File: config.mk
export PLATFORM = sky130hd
export DESIGN_NAME = uart_tx_sequencer
export DESIGN_NICKNAME = d
export VERILOG_FILES = /design/src/rtl/uart_pkg.sv /design/src/rtl/uart_tx_sequencer.sv
export SDC_FILE = /design/constraint.sdc
export NUM_CORES = 1
export LEC_CHECK = 0
export ABC_AREA = 1
export CAP_MARGIN = 30
export CORE_MARGIN = 3
export CORE_UTILIZATION = 52
export DETAILED_ROUTE_END_ITERATION = 6
export PLACE_DENSITY = 0.76
export SYNTH_ARGS = -nofsm -noshare
export SYNTH_HDL_FRONTEND = slang
export SYNTH_SLANG_ARGS = --single-unit
File: constraint.sdc
create_clock -name clk -period 1.94 [get_ports clk]
set_clock_uncertainty 0.05 [all_clocks]
set_input_delay 0.291 -clock clk [delete_from_list [all_inputs] [get_ports clk]]
set_output_delay 0.291 -clock clk [all_outputs]
set_load 0.005 [all_outputs]
File: src/rtl/uart_pkg.sv
// Shared UART definitions: default frame width, state encodings and parity helper.
// Used by both the transmit sequencer and the receiver.
package uart_pkg;

  localparam int DEFAULT_DATA_WIDTH = 8;

  localparam logic [2:0] S_IDLE   = 3'd0;
  localparam logic [2:0] S_START  = 3'd1;
  localparam logic [2:0] S_DATA   = 3'd2;
  localparam logic [2:0] S_PARITY = 3'd3;
  localparam logic [2:0] S_STOP1  = 3'd4;
  localparam logic [2:0] S_STOP2  = 3'd5;

  typedef enum logic [2:0] {
    ST_IDLE   = S_IDLE,
    ST_START  = S_START,
    ST_DATA   = S_DATA,
    ST_PARITY = S_PARITY,
    ST_STOP1  = S_STOP1,
    ST_STOP2  = S_STOP2
  } tx_state_e;

  // Data is zero-extended to the widest legal frame, so padding never flips parity.
  function automatic logic frame_parity(input logic [8:0] data, input logic odd);
    return (^data) ^ odd;
  endfunction

endpackage

File: src/rtl/uart_tx_sequencer.sv
// UART transmit sequencer: frames a parallel word as start/data/parity/stop bits,
// advancing one bit per baud tick, with back-to-back frame support.
module uart_tx_sequencer
  import uart_pkg::*;
#(
  parameter int DATA_WIDTH = DEFAULT_DATA_WIDTH
) (
  input  logic                  clk,
  input  logic                  rst_n,
  input  logic                  tick,
  input  logic                  data_valid,
  input  logic [DATA_WIDTH-1:0] p_data,
  input  logic                  par_en,
  input  logic                  par_typ,
  input  logic                  stop2,
  output logic                  data_ack,
  output logic                  tx_out,
  output logic                  busy
);

  localparam int CW = (DATA_WIDTH > 1) ? $clog2(DATA_WIDTH) : 1;
  localparam logic [CW-1:0] LAST_BIT = CW'(DATA_WIDTH - 1);

  tx_state_e             state_reg;
  logic [DATA_WIDTH-1:0] shift_reg;
  logic [CW-1:0]         count_reg;
  logic                  par_en_reg;
  logic                  stop2_reg;
  logic                  parity_reg;
  logic                  final_stop;
  logic                  accept;

  // A new word may start from idle or on the tick that ends the last stop bit.
  assign final_stop = (state_reg == ST_STOP2) || ((state_reg == ST_STOP1) && !stop2_reg);
  assign accept     = tick && data_valid && ((state_reg == ST_IDLE) || final_stop);

  always_ff @(posedge clk or negedge rst_n) begin
    if (!rst_n) begin
      state_reg  <= ST_IDLE;
      shift_reg  <= '0;
      count_reg  <= '0;
      par_en_reg <= 1'b0;
      stop2_reg  <= 1'b0;
      parity_reg <= 1'b0;
      tx_out     <= 1'b1;
      busy       <= 1'b0;
      data_ack   <= 1'b0;
    end else begin
      data_ack <= 1'b0;
      if (accept) begin
        state_reg  <= ST_START;
        shift_reg  <= p_data;
        count_reg  <= '0;
        par_en_reg <= par_en;
        stop2_reg  <= stop2;
        parity_reg <= frame_parity(9'(p_data), par_typ);
        tx_out     <= 1'b0;
        busy       <= 1'b1;
        data_ack   <= 1'b1;
      end else begin
        case (state_reg)
          ST_IDLE: begin
          end
          ST_START: if (tick) begin
            state_reg <= ST_DATA;
            tx_out    <= shift_reg[0];
            shift_reg <= shift_reg >> 1;
            count_reg <= '0;
          end
          ST_DATA: if (tick) begin
            if (count_reg == LAST_BIT) begin
              if (par_en_reg) begin
                state_reg <= ST_PARITY;
                tx_out    <= parity_reg;
              end else begin
                state_reg <= ST_STOP1;
                tx_out    <= 1'b1;
              end
            end else begin
              tx_out    <= shift_reg[0];
              shift_reg <= shift_reg >> 1;
              count_reg <= count_reg + CW'(1);
            end
          end
          ST_PARITY: if (tick) begin
            state_reg <= ST_STOP1;
            tx_out    <= 1'b1;
          end
          ST_STOP1, ST_STOP2: if (tick) begin
            if ((state_reg == ST_STOP1) && stop2_reg) begin
              state_reg <= ST_STOP2;
              tx_out    <= 1'b1;
            end else begin
              state_reg <= ST_IDLE;
              tx_out    <= 1'b1;
              busy      <= 1'b0;
            end
          end
          default: begin
            state_reg <= ST_IDLE;
            tx_out    <= 1'b1;
            busy      <= 1'b0;
          end
        endcase
      end
    end
  end

endmodule

==> qor.txt <==
Ant diodes - 0
Dominant combinational cell family by area after synthesis - simple AND/OR/NAND/NOR gates
Synthesis-to-layout area growth - 19.0%
Initial antenna violation count - 0
Starting DRT DRC Count - 22
Type of destination of the critical path - primary output
Die Area - 0.00288 mm2
Core Box Area - 0.00206 mm2
Clock Sinks - 20
First-pass GRT wire length - 4210 um
Post-synthesis cell type count - 21
Max Clk Rate - 601 MHz
Result of the run - complete, no violations
Number of routed nets with antenna violations - 0
Total GRT Usage - 19.7%
Delay contributed by the slowest stage of the critical path - 0.54 ns
Starting density of the core - 57.4%
Setup tns final - 0 ns
Commonest cells in the synthesized netlist - sky130_fd_sc_hd__nand2_1, sky130_fd_sc_hd__dfrtp_1, sky130_fd_sc_hd__inv_1, sky130_fd_sc_hd__nand3_1
Leakage power figure - 0.809 nW
Number of input and output port buffers inserted - 17
Critical path's slowest cell - sky130_fd_sc_hd__dfstp_2
Number of fill cells in the layout - 192
Cell with the most instances after synthesis - sky130_fd_sc_hd__nand2_1
Post-Syn Area - 0.00118 mm2
Start point of the critical path - tx_out
Syn_area_per_cell - 6.84 um2
Flip-flop count of the largest register, all copies and words added - 8
Detailed-route DRC error count - 0
Layout Nets - 211
Vias in the first global route - 1053
CTS clk-pin slew, worst paths - 0.11 ns
Syn_nets - 190
Setup violations, final - 0
Cell-by-cell listing of the critical path - clkdlybuf4s50_1
Total grt overflow - 0
Layout cell share with drive strength beyond 1 - 9.33%
Die Ht - 53.7 um
Simple-gate share of the synthesized area - 38.2%
Horizontal die dimension - 53.7 um
PwrDens - 1250 mW/mm2
Period utilisation layout - 85.7%
Most instantiated flip-flop cell in the synthesis netlist - sky130_fd_sc_hd__dfrtp_1
Buffer and inverter count on the worst path - 1
Number of vias per cell - 4.96
Area fraction in compound gates after synthesis - 7.40%
Final slew viol count - 0
CP Class - flip-flop to primary output
Worst path arrival time - 1.32 ns
Measured slew at the worst slew-check pin - 0.257 ns
Share of synthesized area occupied by flip-flops and latches - 42.4%
Number of violations of the max-capacitance limit - 0
Clock tree from TritonCTS - yes
Cts repair resizes - 0
Setup slack after layout - 0.277 ns
DRT Wirelength - 2260 um
Average wire per standard cell - 10.3 um
Root buffer cell - sky130_fd_sc_hd__clkbuf_4
Fraction of registers with async set or reset after synthesis - 100%
Estimated wirelength of the detail-placed design - 1820 um
Largest net degree at the start of global routing - 21
Final min period - 1.66 ns
Count of hold buffers inserted by post-cts repair - 0
Total number of vias - 1091
Kind of start point of the critical path - flip-flop
Count of yosys warnings during synthesis - 0
Maximum count of clock buffers along a single path - 2
Multiplexer share of the synthesized area - 0%
Largest cells by area after synthesis - sky130_fd_sc_hd__dfrtp_1, sky130_fd_sc_hd__nand2_1, sky130_fd_sc_hd__inv_1
Library cell occupying the most area in the post-synthesis netlist - sky130_fd_sc_hd__dfrtp_1
Routability congestion estimate - 0.843
Gate count of the mapped netlist - 173
Critical-path maximum fanout - 2
Worst voltage drop across the vdd grid - 0.695 mV
Maximum level of the CTS H-tree - 1
Xor and xnor fraction of the mapped netlist area - 0.740%
RSZ-0062 raised after global routing - no
Setup Buffers After CTS - 0
Final cell count without fillers - 220
Origin of the critical flop-to-flop path - count_reg[0]
Total CTS buffers - 3
I/O pin count - 18
Drt pass-1 iters - 4
Number of enable-type register cells in the synthesized netlist - 0
Crit path max-delay family - flip-flops
Adder-cell share of the synthesized area - 2.11%
WP data required - 1.60 ns
Final Hold Vio Count - 0
Number of synthesized register bits - 20
Worst rel slew slack - 82.9%
Fraction of post-synthesis cell area in the top cell type by area - 40.2%
Standard-cell rows - 16
Clock Latency Late Sink - 0.30 ns
Placed insts - 216
Post-Place Worst Slack - 0.208 ns
Worst hold path class - input pin to async pin
## cells by family (layout without fill, tap and decap cells)
kind of cell    count (synthesis)  after routing
xor+xnor                        1              1
fa+ha+maj                       2              2
simple gates                  109            109
buf+inv                        25             45
compound gates                 16             16
flops                          20             20
## path summary, 6_finish.rpt
check                                     to  slack (ns)  cells after the start
max in group asynchronous             tx_out        1.30                      2
worst max-delay path                  tx_out        0.28                      1
worst min register to register        tx_out        0.43                      2
min in group clk                      tx_out        0.43                      2
worst min-delay path            state_reg[1]        0.27                      2
worst max register to register  shift_reg[0]        0.34                      9
## cell usage in the layout, fill, tap and decap left out
master and n:
sky130_fd_sc_hd__a21oi_1 1, sky130_fd_sc_hd__buf_4 1, sky130_fd_sc_hd__clkbuf_4 3, sky130_fd_sc_hd__clkbuf_8 1, sky130_fd_sc_hd__clkdlybuf4s50_1 17, sky130_fd_sc_hd__dfrtp_1 19, sky130_fd_sc_hd__dfstp_2 1, sky130_fd_sc_hd__ha_1 2
sky130_fd_sc_hd__inv_1 18, sky130_fd_sc_hd__inv_2 5, sky130_fd_sc_hd__nand2_1 84, sky130_fd_sc_hd__nand2_2 3, sky130_fd_sc_hd__nand2_4 1, sky130_fd_sc_hd__nand3_1 10, sky130_fd_sc_hd__nand3_2 1, sky130_fd_sc_hd__nand3b_1 1
sky130_fd_sc_hd__nand4_1 1, sky130_fd_sc_hd__nor2_1 7, sky130_fd_sc_hd__nor2_2 1, sky130_fd_sc_hd__o21ai_0 7, sky130_fd_sc_hd__o21ai_1 6, sky130_fd_sc_hd__o21ai_2 1, sky130_fd_sc_hd__o221ai_1 1, sky130_fd_sc_hd__xor2_1 1
## through the flow
step | util [%] | power [mW] | instance area, um2 | hold slack, ns
6_report | 68.3 | 1.76 | 1410 | 0.266
5_1_grt | 68.3 | 1.97 | 1410 | 0.269
4_1_cts | 68.3 | 1.77 | 1410 | 0.277
3_5_place_dp | 66.6 | 1.53 | 1370 | 0.409
3_3_place_gp | 66.6 | 1.49 | 1370 | 0.405
2_1_floorplan | - | 1.34 | 1180 | -0.0546
## metal layers
metal / global-route usage [%] / up-vias / wire length, um
met5: 0 / - / 0
met4: 6.38 / 0 / 24
met3: 3.32 / 2 / 86
met2: 34.7 / 21 / 1070
met1: 24.1 / 492 / 1080
li1: - / 576 / -
## where the power goes
| group | switching (mW) | total [mW] | internal, mW |
|---|---|---|---|
| Combinational | 0.526 | 0.845 | 0.319 |
| Clock | 0.124 | 0.239 | 0.114 |
| Sequential | 0.0957 | 0.676 | 0.581 |
## cell type report
type / count / area (um2) / share of cell area, %
Timing Repair Buffer: 18 / 178 / 12.6
Tap cell: 27 / 33.8 / 2.40
Clock buffer: 4 / 36.3 / 2.58
Inverter: 23 / 86.3 / 6.13
Sequential cell: 20 / 502 / 35.6
Multi-Input combinational cell: 128 / 573 / 40.7
No activity file was read; power rests on OpenSTA's default activity.
